==> src/rtl/uart_led_cmd_if.sv <==
// rtl/uart_led_cmd_if.sv - RX/TX FIFO handshake bundle between the UART top and the LED command consumer
interface uart_led_cmd_if #(
  parameter int DBITS = 8
);
  logic             rx_empty;
  logic [DBITS-1:0] read_data;
  logic             read_uart;
  logic             tx_full;
  logic             write_uart;
  logic [DBITS-1:0] write_data;

  // Command consumer side: reads the RX FIFO, writes the TX FIFO
  modport master (
    input  rx_empty,
    input  read_data,
    input  tx_full,
    output read_uart,
    output write_uart,
    output write_data
  );

  // UART side: owns both FIFOs
  modport slave (
    output rx_empty,
    output read_data,
    output tx_full,
    input  read_uart,
    input  write_uart,
    input  write_data
  );
endinterface

==> src/rtl/uart_led_cmd.sv <==
// rtl/uart_led_cmd.sv - two-byte UART command parser driving an LED register (optional timeout: UART_LED_CMD_TIMEOUT_EN)
module uart_led_cmd #(
  parameter int DBITS    = 8,
  parameter int LED_BITS = 8,
  parameter int TIMEOUT  = 1_000_000
) (
  input  logic                clk_50Mhz,
  input  logic                rst,
  uart_led_cmd_if.master      bus,
  output logic [LED_BITS-1:0] led,
  output logic                frame_err
);

  if (DBITS != 8 || LED_BITS < 1 || LED_BITS > DBITS || TIMEOUT < 2) begin : g_bad_params
    $error("uart_led_cmd: illegal parameter combination");
  end

  localparam logic [7:0] OP_SET    = 8'h53;
  localparam logic [7:0] OP_TOGGLE = 8'h54;
  localparam logic [7:0] OP_READ   = 8'h52;
  localparam logic [7:0] RESP_ACK  = 8'h06;
  localparam logic [7:0] RESP_NAK  = 8'h15;

  typedef enum logic [2:0] {
    S_IDLE,
    S_GAP1,
    S_WAIT_ARG,
    S_GAP2,
    S_EXEC,
    S_RESP
  } state_t;

  state_t             r_state;
  state_t             w_state_nxt;
  logic [DBITS-1:0]   r_op;
  logic [DBITS-1:0]   r_arg;
  logic [DBITS-1:0]   r_resp;
  logic               w_pop;
  logic               w_push;
  logic               w_cap_op;
  logic               w_cap_arg;
  logic               w_exec;
  logic               w_cnt_clr;
  logic               w_cnt_inc;
  logic               w_abort;

`ifdef UART_LED_CMD_TIMEOUT_EN
  localparam int CW = $clog2(TIMEOUT + 1);
  logic [CW-1:0] r_cnt;
  logic          w_expired;
  assign w_expired = (r_cnt >= CW'(TIMEOUT - 1));
`endif

  // State register
  always_ff @(posedge clk_50Mhz or negedge rst) begin
    if (!rst) begin
      r_state <= S_IDLE;
    end else begin
      r_state <= w_state_nxt;
    end
  end

  // Next-state and per-state strobes; pops/pushes only when the FIFO flag allows
  always_comb begin
    w_state_nxt = r_state;
    w_pop       = 1'b0;
    w_push      = 1'b0;
    w_cap_op    = 1'b0;
    w_cap_arg   = 1'b0;
    w_exec      = 1'b0;
    w_cnt_clr   = 1'b0;
    w_cnt_inc   = 1'b0;
    w_abort     = 1'b0;
    case (r_state)
      S_IDLE: begin
        if (!bus.rx_empty) begin
          w_pop       = 1'b1;
          w_cap_op    = 1'b1;
          w_state_nxt = S_GAP1;
        end
      end
      S_GAP1: begin
        w_cnt_clr   = 1'b1;
        w_state_nxt = S_WAIT_ARG;
      end
      S_WAIT_ARG: begin
        if (!bus.rx_empty) begin
          // An arriving byte beats a simultaneous timeout
          w_pop       = 1'b1;
          w_cap_arg   = 1'b1;
          w_state_nxt = S_GAP2;
`ifdef UART_LED_CMD_TIMEOUT_EN
        end else if (w_expired) begin
          w_abort     = 1'b1;
          w_state_nxt = S_IDLE;
`endif
        end else begin
          w_cnt_inc = 1'b1;
        end
      end
      S_GAP2: begin
        w_state_nxt = S_EXEC;
      end
      S_EXEC: begin
        w_exec      = 1'b1;
        w_state_nxt = S_RESP;
      end
      S_RESP: begin
        if (!bus.tx_full) begin
          w_push      = 1'b1;
          w_state_nxt = S_IDLE;
        end
      end
      default: begin
        w_state_nxt = S_IDLE;
      end
    endcase
  end

  // Registered FIFO strobes, captured bytes, LED register and response byte
  always_ff @(posedge clk_50Mhz or negedge rst) begin
    if (!rst) begin
      bus.read_uart  <= 1'b0;
      bus.write_uart <= 1'b0;
      bus.write_data <= '0;
      led            <= '0;
      r_op           <= '0;
      r_arg          <= '0;
      r_resp         <= '0;
    end else begin
      bus.read_uart  <= w_pop;
      bus.write_uart <= w_push;
      if (w_push) begin
        bus.write_data <= r_resp;
      end
      if (w_cap_op) begin
        r_op <= bus.read_data;
      end
      if (w_cap_arg) begin
        r_arg <= bus.read_data;
      end
      if (w_exec) begin
        case (r_op[7:0])
          OP_SET: begin
            led    <= r_arg[LED_BITS-1:0];
            r_resp <= DBITS'(RESP_ACK);
          end
          OP_TOGGLE: begin
            led    <= led ^ r_arg[LED_BITS-1:0];
            r_resp <= DBITS'(RESP_ACK);
          end
          OP_READ: begin
            r_resp <= DBITS'(led);
          end
          default: begin
            r_resp <= DBITS'(RESP_NAK);
          end
        endcase
      end
    end
  end

`ifdef UART_LED_CMD_TIMEOUT_EN
  // Argument-wait counter and the one-cycle abort pulse
  always_ff @(posedge clk_50Mhz or negedge rst) begin
    if (!rst) begin
      r_cnt     <= '0;
      frame_err <= 1'b0;
    end else begin
      frame_err <= w_abort;
      if (w_cnt_clr) begin
        r_cnt <= '0;
      end else if (w_cnt_inc) begin
        r_cnt <= r_cnt + 1'b1;
      end
    end
  end
`else
  logic w_unused_cnt;
  assign w_unused_cnt = w_cnt_clr ^ w_cnt_inc ^ w_abort;
  assign frame_err    = 1'b0;
`endif

endmodule

==> src/flat_wrapper.sv <==
// flat-port wrapper written by rule: the top's interface ports become plain ports
module uart_led_cmd_flat 
#(
  parameter int DBITS    = 8,
  parameter int LED_BITS = 8,
  parameter int TIMEOUT  = 1_000_000
)
  (clk_50Mhz, rst, led, frame_err, bus_rx_empty, bus_read_data, bus_tx_full, bus_read_uart, bus_write_uart, bus_write_data);
  uart_led_cmd_if #(.DBITS(DBITS)) bus_i ();
  input  logic clk_50Mhz;
  input  logic rst;
  output logic [LED_BITS-1:0] led;
  output logic frame_err;
  input wire logic [$bits(bus_i.rx_empty)-1:0] bus_rx_empty;
  input wire logic [$bits(bus_i.read_data)-1:0] bus_read_data;
  input wire logic [$bits(bus_i.tx_full)-1:0] bus_tx_full;
  output wire logic [$bits(bus_i.read_uart)-1:0] bus_read_uart;
  output wire logic [$bits(bus_i.write_uart)-1:0] bus_write_uart;
  output wire logic [$bits(bus_i.write_data)-1:0] bus_write_data;
  assign bus_i.rx_empty = bus_rx_empty;
  assign bus_i.read_data = bus_read_data;
  assign bus_i.tx_full = bus_tx_full;
  assign bus_read_uart = bus_i.read_uart;
  assign bus_write_uart = bus_i.write_uart;
  assign bus_write_data = bus_i.write_data;
  uart_led_cmd #(.DBITS(DBITS), .LED_BITS(LED_BITS), .TIMEOUT(TIMEOUT)) u_core (.clk_50Mhz(clk_50Mhz), .rst(rst), .bus(bus_i), .led(led), .frame_err(frame_err));
endmodule
==> config.mk <==
export PLATFORM = sky130hd
export DESIGN_NAME = uart_led_cmd_flat
export DESIGN_NICKNAME = d
export VERILOG_FILES = /design/src/rtl/uart_led_cmd_if.sv /design/src/rtl/uart_led_cmd.sv /design/src/flat_wrapper.sv
export SDC_FILE = /design/constraint.sdc
export NUM_CORES = 1
export LEC_CHECK = 0
export BUFFER_PORTS_ARGS = -buffer_cell sky130_fd_sc_hd__buf_2
export CORE_UTILIZATION = 46
export CTS_CLUSTER_DIAMETER = 60
export DETAILED_ROUTE_END_ITERATION = 7
export GPL_ROUTABILITY_DRIVEN = 0
export HOLD_SLACK_MARGIN = 0.08
export PLACE_DENSITY = 0.66
export SLEW_MARGIN = 30
export SYNTH_ARGS = -nofsm -noshare
export SYNTH_HDL_FRONTEND = slang
export SYNTH_SLANG_ARGS = --single-unit
==> constraint.sdc <==
create_clock -name clk_50Mhz -period 1.3 [get_ports clk_50Mhz]
set_input_delay 0.26 -clock clk_50Mhz [delete_from_list [all_inputs] [get_ports clk_50Mhz]]
set_output_delay 0.26 -clock clk_50Mhz [all_outputs]
set_load 0.03 [all_outputs]
==> results by group, run 1 <==
Floorplan
  – Row count: 24
  – Die W: about 70 µm
  – Die Y: between 60 and 70 µm
  – Initial core utilization: approximately 48%
  – Core area: 4354 µm²
  – Ports: 31
  – Die Footprint: approximately 4800 µm²

Final layout
  – Fillers: 327
  – Antenna cells: 0
  – Post-route cell area: around 2800 µm²
  – Layout cell share with drive strength beyond 1: 53.33%
  – Nets@finish: between 200 and 250
  – P&R area growth vs syn: 35.87%

Synthesis
  – Yosys top cell area share: between 50% and 60%
  – Post-Synth Simple-Gate Area: 11.29%
  – Most common cell in the synthesized netlist: dfrtp_1
  – Seq/Total Area, Yosys: about 54%
  – Syn Std Cell Area: 2072 µm²
  – Synth Area in Adders: 0%
  – Yosys top cell by area: dfrtp_1
  – Synthesized instance count: about 170
  – Post-synth ARST share: 100.0%
  – Mux contribution to synthesized area: approximately 17%
  – Synth Area in XOR/XNOR: less than 1%
  – EDFF count, synth: 0
  – Compound-Gate Fraction of Synth Area: a little under an eighth
  – Syn nets: 179
  – Most used flip-flop cell after synthesis: dfrtp_1
  – Mean Syn Cell Area: 12.41 µm²
  – Top post-synthesis cells by area: dfrtp_1 54%, mux2_2 13%, o2111ai_1 3.4%
  – Synthesized flop and latch total: 45
  – Top cells by count, synth: 45 x dfrtp_1, 24 x mux2_2, 18 x nand2_1, 9 x inv_1, 8 x o2111ai_1
  – Largest family of logic cells by synthesized area: multiplexers
  – Synth warnings: 0
  – Synth cell types: 31

Worst setup path
  – CP peak stage delay: between 0.4 and 0.5 ns
  – CP Data Required Time: about 1.5 ns
  – WP buf/inv: 2
  – Setup CP Type: reg2reg
  – Cell Chain, Critical Path: nor4b_4 -> buf_6 -> clkbuf_16 -> mux2_4 -> o211ai_1
  – Slowest CP cell: dfrtp_2
  – Crit-path leading delay family: flip-flops
  – Worst Setup End Kind: register
  – Critical path data arrival time: between 1.5 and 2 ns
  – Startpoint types: register
  – Critical path peak fanout: 5

Timing
  – RSZ-0062 raised after global routing: yes
  – Final Critical Period: about 1.5 ns
  – Hold violation count in the final report: 0
  – Final Skew: around 0.0094 ns
  – Max-slew violation count: 0
  – Setup violators final: 39
  – F_max: about 0.67 GHz
  – Worst Slack Setup Final: -0.1836 ns
  – Fin crit share: 114.1%

Power
  – Pwr Total: around 5700 µW
  – Max IR drop VDD: approximately 1.1 mV
  – Leakage Power: 0.001312 µW
  – PwrDens: roughly 2000 nW/µm²

CTS
  – Clock sink total: 45
  – H-tree depth: 2
  – CTS Buf Count: 5
  – Clock Path Buffers: 2
  – CTS root buf: clkbuf_8
  – CTS tree: built
  – Latest clock arrival within the worst-skew pair: 0.29 ns
  – Clk slew on worst S/H paths: about 0.080 ns

Global routing
  – Remaining global-route overflow: 0
  – Vias in the first global route: ~1.5k
  – First-pass GRT wire length: about 7.1 mm
  – All-Layer GR Usage: a little under a fifth
  – Initial antenna violation count: 0
  – Largest net degree at the start of global routing: 46

Place
  – I/O Buffers: 29
  – DP Area: between 2000 and 2500 µm²
  – DP Wirelength: between 2 and 3 mm

Routing
  – Final wirelength: ~4.6 mm
  – First-pass DRT Iterations: 4
  – DR vias/cell: approximately 5.5
  – Remaining DRCs: 0
  – Antenna viol nets, final: 0
  – Via count: 1513
  – Routed wire per std cell: approximately 17 µm
  – Initial DRC Count: 80

Min path
  – Worst hold path type: in2reg

Job
  – Max Cap Viol: 0

Status
  – Status: complete, but fails checks
  – Failing checks: negative setup slack
## where the power goes
group	internal, µW	switching (µW)
logic	1480	1020
clock network	480	446
registers	1840	489
## layout by cell type (no fill, tap or decap), types with 5 or more instances in the layout
cell type  synthesis  final
dfrtp_1           45     40
inv_1              9      9
nand2_1           18     16
buf_4              6     17
clkbuf_8           0      7
a22oi_1            6      5
mux2i_1            6      5
mux2_4             0     18
buf_6              0     10
dfrtp_2            0      5
mux2_2            24      7
o2111ai_1          8      8
buf_2              4     29
## layout make-up
| cell class | count | area [µm²] | area share, % |
|---|---|---|---|
| inverter | 9 | 33.78 | 1.200 |
| tap | 52 | 65.06 | 2.311 |
| timing repair buffer | 61 | 485.5 | 17.24 |
| multi-input combinational | 102 | 997.2 | 35.42 |
| sequential | 45 | 1132 | 40.22 |
| clock inverter | 1 | 5.005 | 0.1778 |
| clock buffer | 7 | 96.34 | 3.422 |
## per-stage QoR
stage	setup TNS, ns	std cells	hold slack (ns)	util [%]	setup WS (ns)
after floorplan	-2.496	167	-0.03559	-	-0.1493
after global placement	-3.467	253	0.2523	55.95	-0.1284
after detailed placement	-4.407	253	0.2561	55.95	-0.1551
after CTS	-3.605	267	0.2100	61.03	-0.1470
after global routing	-6.103	277	0.2134	64.66	-0.2301
final	-3.982	277	0.2121	64.66	-0.1836
## what timing repair did
action	CTS	global route
hold buffers	1	0
setup buffers	5	7
setup endpoints to repair	40	40
resized for setup	24	12
pin swaps	4	11
hold endpoints to repair	45	0
cloned	1	3
## per-layer routing
metal	part of all wire (%)	wire (µm)	global-route usage, %
met1	45	2082	24.73
met2	50	2292	30.31
met3	4.0	182	3.801
met4	0.91	42	6.122
met5	0	0	0
## logic make-up (layout without fill, tap and decap cells)
kind of cell / Yosys count / in the layout
flops: 45 / 45
xor+xnor: 1 / 1
mux: 32 / 32
compound gates: 31 / 31
other cells: 1 / 1
buf+inv: 21 / 78
simple gates: 36 / 37
## flip-flops by register name, summed over array words and instances (netlist names)
signal,cells
u_core.led,8
u_core.bus.write_data,8
u_core.bus.read_uart,1
u_core.r_resp,8
u_core.r_state,3
u_core.r_op,8
u_core.r_arg,8
u_core.bus.write_uart,1
## final timing paths
kind / slack (ns) / cells past startpoint / to / from
worst max-delay path: -0.18 / 5 / u_core.led[3] / u_core.r_op[0]
worst min-delay path: 0.21 / 2 / u_core.r_arg[4] / bus_read_data[4]
worst max register to register: -0.18 / 5 / u_core.led[3] / u_core.r_op[0]
worst min register to register: 0.48 / 2 / u_core.r_resp[7] / u_core.r_resp[7]
max in group asynchronous: 0.59 / 3 / u_core.r_state[1] / rst
min in group asynchronous: 0.49 / 3 / u_core.bus.write_uart / rst
(Power assumes the default switching activity.)
==> run 2: changes to the inputs <==
--- a/config.mk
+++ b/config.mk
@@ -6,13 +6,16 @@
 export NUM_CORES = 1
 export LEC_CHECK = 0
 export BUFFER_PORTS_ARGS = -buffer_cell sky130_fd_sc_hd__buf_2
-export CORE_UTILIZATION = 46
+export CELL_PAD_IN_SITES_DETAIL_PLACEMENT = 0
+export CELL_PAD_IN_SITES_GLOBAL_PLACEMENT = 1
+export CORE_UTILIZATION = 41
 export CTS_CLUSTER_DIAMETER = 60
 export DETAILED_ROUTE_END_ITERATION = 7
 export GPL_ROUTABILITY_DRIVEN = 0
 export HOLD_SLACK_MARGIN = 0.08
-export PLACE_DENSITY = 0.66
+export PLACE_DENSITY = 0.72
 export SLEW_MARGIN = 30
 export SYNTH_ARGS = -nofsm -noshare
 export SYNTH_HDL_FRONTEND = slang
 export SYNTH_SLANG_ARGS = --single-unit
+export TNS_END_PERCENT = 5
==> results by group, run 2 (synthesis gave the netlist of run 1 again) <==
Status
  – Status: complete, but fails checks (unchanged)
  – Failing checks: negative setup slack (unchanged)

CTS
  – CTS root buf: clkbuf_8 (unchanged)
  – H-tree depth: 2 (unchanged)
  – Clk slew on worst S/H paths: 0.08 ns (about the same)
  – Latest clock arrival within the worst-skew pair: 0.30 ns (was 0.29 ns)
  – CTS Buf Count: 5 (unchanged)
  – CTS tree: built (unchanged)
  – Clock sink total: 45 (unchanged)
  – Clock Path Buffers: 2 (unchanged)

Global routing
  – Met1 Use GR: 23.49% (was 24.73%)
  – Initial antenna violation count: 0 (unchanged)
  – Vias in the first global route: 1513 (was 1457)
  – Layer with the highest usage: met2 (unchanged)
  – M2 GR Usage: 29.22% (was 30.31%)
  – Largest net degree at the start of global routing: 46 (unchanged)
  – Met3 Track Usage GR: 3.729% (was 3.801%)
  – All-Layer GR Usage: 18.00% (was 18.57%)
  – First-pass GRT wire length: 7.224 mm (was 7.100 mm)
  – Remaining global-route overflow: 0 (unchanged)

Worst setup path
  – WP buf/inv: 2 (unchanged)
  – CP peak stage delay: 0.47 ns (was 0.45 ns)
  – Critical path data arrival time: 1.67 ns (was 1.70 ns)
  – Startpoint types: register (unchanged)
  – Critical path peak fanout: 8 (was 5)
  – CP Data Required Time: 1.48 ns (was 1.51 ns)
  – Crit-path leading delay family: flip-flops (unchanged)
  – Slowest CP cell: dfrtp_2 (unchanged)
  – Setup CP Type: reg2reg (unchanged)
  – Cell Chain, Critical Path: buf_12 -> nor4_4 -> buf_6 -> mux2_2 (was nor4b_4 -> buf_6 -> clkbuf_16 -> mux2_4 -> o211ai_1)
  – Reg2reg setup slack: -0.19 ns (was -0.18 ns)
  – Worst Setup End Kind: register (unchanged)

Power
  – Reg power frac: 42.4% (was 40.5%)
  – Sw frac: 34.52% (was 33.93%)
  – Internal power: 3529 µW (was 3797 µW)
  – PwrDens: 1981 nW/µm² (was 2041 nW/µm²)
  – Clk pwr share: 16.2% (was 16.1%)
  – Switch Pwr: 1861 µW (was 1950 µW)
  – Combinational share of power: 41.4% (was 43.4%)
  – Pwr Total: 5389 µW (was 5746 µW)
  – Leakage Power: 0.001246 µW (was 0.001312 µW)
  – Max IR drop VDD: 1.061 mV (was 1.123 mV)

Job
  – Max Cap Viol: 0 (unchanged)

Routing
  – Via count: 1482 (was 1513)
  – Antenna viol nets, final: 0 (unchanged)
  – Routed wire per std cell: 15.38 µm (was 16.60 µm)
  – Initial DRC Count: 55 (was 80)
  – First-pass DRT Iterations: 4 (unchanged)
  – DR vias/cell: 5.182 (was 5.462)
  – Final wirelength: 4.399 mm (was 4.599 mm)
  – Remaining DRCs: 0 (unchanged)

Place
  – I/O Buffers: 29 (unchanged)
  – DP Area: 2396 µm² (was 2436 µm²)
  – Dpl ws: -0.2335 ns (was -0.1551 ns)
  – DP Wirelength: 3.000 mm (was 2.974 mm)
  – Placed cell count: 269 (was 253)

Floorplan
  – Ports: 31 (unchanged)
  – Row count: 25 (was 24)
  – Die Footprint: 5342 µm² (was 4777 µm²)
  – Die W: 73.09 µm (was 69.12 µm)
  – Initial core utilization: 43.29% (was 47.59%)
  – Core area: 4786 µm² (was 4354 µm²)
  – Die Y: 73.09 µm (was 69.12 µm)

Timing
  – Hold violation count in the final report: 0 (unchanged)
  – Max-slew violation count: 0 (unchanged)
  – Final Skew: 0.009315 ns (was 0.009445 ns)
  – Final Critical Period: 1.493 ns (was 1.484 ns)
  – Worst hold slack: 0.2017 ns (was 0.2121 ns)
  – RSZ-0062 raised after global routing: yes (unchanged)
  – F_max: 0.6696 GHz (was 0.6740 GHz)
  – Fin crit share: 114.9% (was 114.1%)
  – Worst Slack Setup Final: -0.1933 ns (was -0.1836 ns)
  – Setup violators final: 40 (was 39)

Final layout
  – Antenna cells: 0 (unchanged)
  – Most common cell after layout, fill and taps aside: dfrtp_1 (unchanged)
  – Most frequent cells in the layout: 40 x dfrtp_1, 29 x buf_2, 17 x buf_4 (was 40 x dfrtp_1, 29 x buf_2, 18 x mux2_4)
  – Post-Layout Cell Count: 286 (was 277)
  – Nets@finish: 231 (was 236)
  – Layout cell share with drive strength beyond 1: 51.14% (was 53.33%)
  – Post-route cell area: 2720 µm² (was 2815 µm²)
  – P&R area growth vs syn: 31.28% (was 35.87%)

Min path
  – Worst hold path type: in2reg (unchanged)
## run 2: layer usage
layer | up-vias | wire, µm
met5 | - | 0
li1 | 704 | -
met4 | 0 | 69
met1 | 741 | 2064
met2 | 30 | 2107
met3 | 7 | 157
## run 2: worst reg2reg max path: cells and delay by family (launching register included)
family,cells,cell delay [ns]
flip-flops,1,0.47
multiplexers,1,0.34
buffers and inverters,2,0.34
AND/OR/NAND/NOR,1,0.24
## run 2: timing repair
item | in CTS | in global routing
endpoints found under the hold margin | 45 | 0
pin swaps | 3 | 4
setup endpoints to repair | 40 | 40
setup buffers | 4 | 5
hold buffers | 1 | 0
gates resized for setup | 29 | 12
## run 2: final timing paths
check                                          from                        to  cells after the start
setup / recovery                  u_core.r_state[2]            u_core.r_op[0]                      4
min in group asynchronous                       rst             u_core.led[2]                      3
setup reg to reg                  u_core.r_state[2]            u_core.r_op[0]                      4
hold reg to reg            u_core.bus.write_data[0]  u_core.bus.write_data[0]                      1
hold / removal                     bus_read_data[6]            u_core.r_op[6]                      2
max in group asynchronous                       rst            u_core.r_op[0]                      3
## run 2: area by class of cell
cell class	instances	area, µm²
Inverter	9	33.78
Fill cell	410	2066
Clock buffer	7	86.33
Multi-Input combinational cell	101	962.2
Tap cell	67	83.83
Timing Repair Buffer	57	421.7
Sequential cell	45	1132
## run 2: per-stage QoR
step	utilization (%)	setup TNS, ns
2_1_floorplan	-	-3.971
3_3_place_gp	50.07	-5.320
3_5_place_dp	50.07	-7.106
4_1_cts	54.75	-4.675
5_1_grt	56.84	-7.551
6_report	56.84	-5.029
## run 2: power by group through the flow
stage / logic, µW / registers (µW) / clock network [µW]
after global placement: 1660 / 2240 / 0
after CTS: 2040 / 2270 / 888
after global routing: 2400 / 2350 / 944
after detailed placement: 1720 / 2280 / 0
final: 2230 / 2280 / 875
after floorplan: 1130 / 2250 / 0
==> run 3: changes to the inputs <==
--- a/config.mk
+++ b/config.mk
@@ -14,6 +14,7 @@
 export GPL_ROUTABILITY_DRIVEN = 0
 export HOLD_SLACK_MARGIN = 0.08
 export PLACE_DENSITY = 0.72
+export RECOVER_POWER = 100
 export SLEW_MARGIN = 30
 export SYNTH_ARGS = -nofsm -noshare
 export SYNTH_HDL_FRONTEND = slang
==> constraint.sdc (replaced) <==
create_clock -name clk_50Mhz -period 1.3 [get_ports clk_50Mhz]
set_input_delay 0.13 -clock clk_50Mhz [delete_from_list [all_inputs] [get_ports clk_50Mhz]]
set_output_delay 0.13 -clock clk_50Mhz [all_outputs]
set_load 0.03 [all_outputs]
==> results by group, run 3 (synthesis gave the netlist of run 1 again) <==
Status
  – Status: complete, but fails checks (unchanged)
  – Failing checks: negative setup slack (unchanged)

Routing
  – First-pass DRT Iterations: 4 (unchanged)
  – Antenna viol nets, final: 0 (unchanged)
  – Initial DRC Count: 47 (was 55)
  – Routed wire per std cell: 14.88 µm (was 15.38 µm)
  – Remaining DRCs: 0 (unchanged)
  – DR vias/cell: 5.103 (was 5.182)
  – Via count: 1485 (was 1482)
  – Final wirelength: 4.329 mm (was 4.399 mm)

Timing
  – F_max: 0.6735 GHz (was 0.6696 GHz)
  – Slew headroom: between 60% and 70%
  – RSZ-0062 raised after global routing: yes (unchanged)
  – Final Critical Period: 1.485 ns (was 1.493 ns)
  – Hold violation count in the final report: 0 (unchanged)
  – Setup violators final: 40 (unchanged)
  – Worst hold slack: 0.09096 ns (was 0.2017 ns)
  – Worst Slack Setup Final: -0.1849 ns (was -0.1933 ns)
  – Max-slew violation count: 0 (unchanged)
  – Fin crit share: 114.2% (was 114.9%)
  – Worst Tran Pin Value: slightly below 0.6 ns
  – TNS Setup: -4.299 ns (was -5.029 ns)
  – Final Skew: 0.004104 ns (was 0.009315 ns)

Floorplan
  – Die Y: 73.09 µm (unchanged)
  – Initial core utilization: 43.29% (unchanged)
  – Die W: 73.09 µm (unchanged)
  – Core area: 4786 µm² (unchanged)
  – Ports: 31 (unchanged)
  – Row count: 25 (unchanged)
  – Die Footprint: 5342 µm² (unchanged)

Final layout
  – Antenna cells: 0 (unchanged)
  – Most frequent cells in the layout: 42 x dfrtp_1, 17 x nand2_1, 16 x clkbuf_1 (was 40 x dfrtp_1, 29 x buf_2, 17 x buf_4)
  – Most common cell after layout, fill and taps aside: dfrtp_1 (unchanged)
  – FF+latch area: 1130 µm² (was 1132 µm²)
  – P&R area growth vs syn: 30.37% (was 31.28%)
  – Fillers: 409 (was 410)
  – Layout cell share with drive strength beyond 1: 38.84% (was 51.14%)
  – Area taken by multi-input logic gates: 945.9 µm² (was 962.2 µm²)
  – Nets@finish: 235 (was 231)
  – Post-Layout Cell Count: 291 (was 286)

Power
  – Leakage Power: 0.001198 µW (was 0.001246 µW)
  – Max IR drop VDD: 1.038 mV (was 1.061 mV)
  – Pwr Total: 5133 µW (was 5389 µW)
  – PwrDens: 1900 nW/µm² (was 1981 nW/µm²)

Worst setup path
  – Setup CP Type: reg2reg (unchanged)
  – Startpoint types: register (unchanged)
  – Critical path peak fanout: 11 (was 8)
  – Critical path data arrival time: 1.65 ns (was 1.67 ns)
  – Worst Setup End Kind: register (unchanged)
  – WP buf/inv: 2 (unchanged)
  – Cell Chain, Critical Path: buf_4 -> and4bb_2 -> buf_6 -> o2111ai_1 -> o211ai_1 (was buf_12 -> nor4_4 -> buf_6 -> mux2_2)
  – Slowest CP cell: dfrtp_1 (was dfrtp_2)
  – CP peak stage delay: 0.42 ns (was 0.47 ns)
  – CP Data Required Time: 1.47 ns (was 1.48 ns)
  – Crit-path leading delay family: flip-flops (unchanged)

CTS
  – CTS tree: built (unchanged)
  – Clk slew on worst S/H paths: 0.08 ns (about the same)
  – Latest clock arrival within the worst-skew pair: 0.30 ns (about the same)
  – CTS root buf: clkbuf_8 (unchanged)
  – Clock sink total: 45 (unchanged)
  – CTS Buf Count: 5 (unchanged)
  – H-tree depth: 2 (unchanged)
  – Clock Path Buffers: 2 (unchanged)

Place
  – DP Wirelength: 2.936 mm (was 3.000 mm)
  – Dpl ws: -0.2070 ns (was -0.2335 ns)
  – Placed cell count: 270 (was 269)
  – I/O Buffers: 29 (unchanged)

Min path
  – Worst hold path type: in2reg (unchanged)

Global routing
  – Initial antenna violation count: 0 (unchanged)
  – All-Layer GR Usage: 18.10% (was 18.00%)
  – First-pass GRT wire length: 7.162 mm (was 7.224 mm)
  – Vias in the first global route: 1470 (was 1513)
  – Largest net degree at the start of global routing: 46 (unchanged)
  – Remaining global-route overflow: 0 (unchanged)

Job
  – Max Cap Viol: 0 (unchanged)
run 3: cell types whose count changed in the layout (fill, tap and decap cells not counted), moves of 2 or more:
cell | previous run | this run
buf_2 | 29 | 12
clkbuf_1 | 1 | 16
dlygate4sd3_1 | 1 | 9
buf_4 | 17 | 13
clkbuf_2 | 0 | 3
buf_12 | 3 | 1
clkinv_2 | 0 | 2
dfrtp_1 | 40 | 42
dfrtp_2 | 5 | 3
o31ai_1 | 0 | 2
o31ai_2 | 4 | 2
run 3: worst paths after layout:
check                                 start                       end  slack [ns]  cells after the start
max in group asynchronous               rst         u_core.r_state[1]        0.39                      3
min                             bus_tx_full         u_core.r_state[0]        0.09                      3
min in group asynchronous               rst  u_core.bus.write_data[7]        0.48                      3
min reg2reg                u_core.r_resp[3]          u_core.r_resp[3]        0.48                      2
max reg2reg                  u_core.r_op[1]             u_core.led[0]       -0.18                      5
max                          u_core.r_op[1]             u_core.led[0]       -0.18                      5
run 3: report_power, final:
part	leakage [µW]	switching, µW	internal (µW)
Sequential	0.000552	446	1830
Clock	0.0000450	470	373
Combinational	0.000601	910	1100
Total	0.00120	1830	3310
run 3: what timing repair did:
action	in CTS	in global routing
endpoints found under the setup margin	40	40
buffers inserted	2	2
hold endpoints to repair	59	0
pin swaps	3	3
hold buffers	9	0
resized for setup	20	12
run 3: per-layer routing:
| layer | share of wire (%) | vias to the layer above | wire length, µm | track usage [%] |
|---|---|---|---|---|
| met2 | 48 | 28 | 2078 | 26.85 |
| li1 | - | 714 | - | - |
| met5 | 0 | - | 0 | 0 |
| met1 | 47 | 737 | 2048 | 24.37 |
| met3 | 3.1 | 6 | 134 | 3.867 |
| met4 | 1.6 | 0 | 68 | 10.68 |
run 3: stage by stage:
stage,utilization [%],area (µm²)
2_1_floorplan,-,2072
3_5_place_dp,50.22,2404
3_3_place_gp,50.22,2404
6_report,56.44,2701
5_1_grt,56.44,2701
4_1_cts,55.66,2664
run 3: area by class of cell:
cell class / count / area share, %
clock buffers: 6 / 2.686
clock inverters: 2 / 0.3705
inverters: 9 / 1.251
multi-input cells: 101 / 35.02
flip-flops and latches: 45 / 41.82
well taps: 67 / 3.103
repair buffers: 61 / 15.75
run 3: worst register-to-register path, delay by kind of cell (launching register included):
family / cells / cell delay, ns
AO/OA/AOI/OAI: 2 / 0.37
buffers and inverters: 2 / 0.30
flip-flops: 1 / 0.42
AND/OR/NAND/NOR: 1 / 0.25
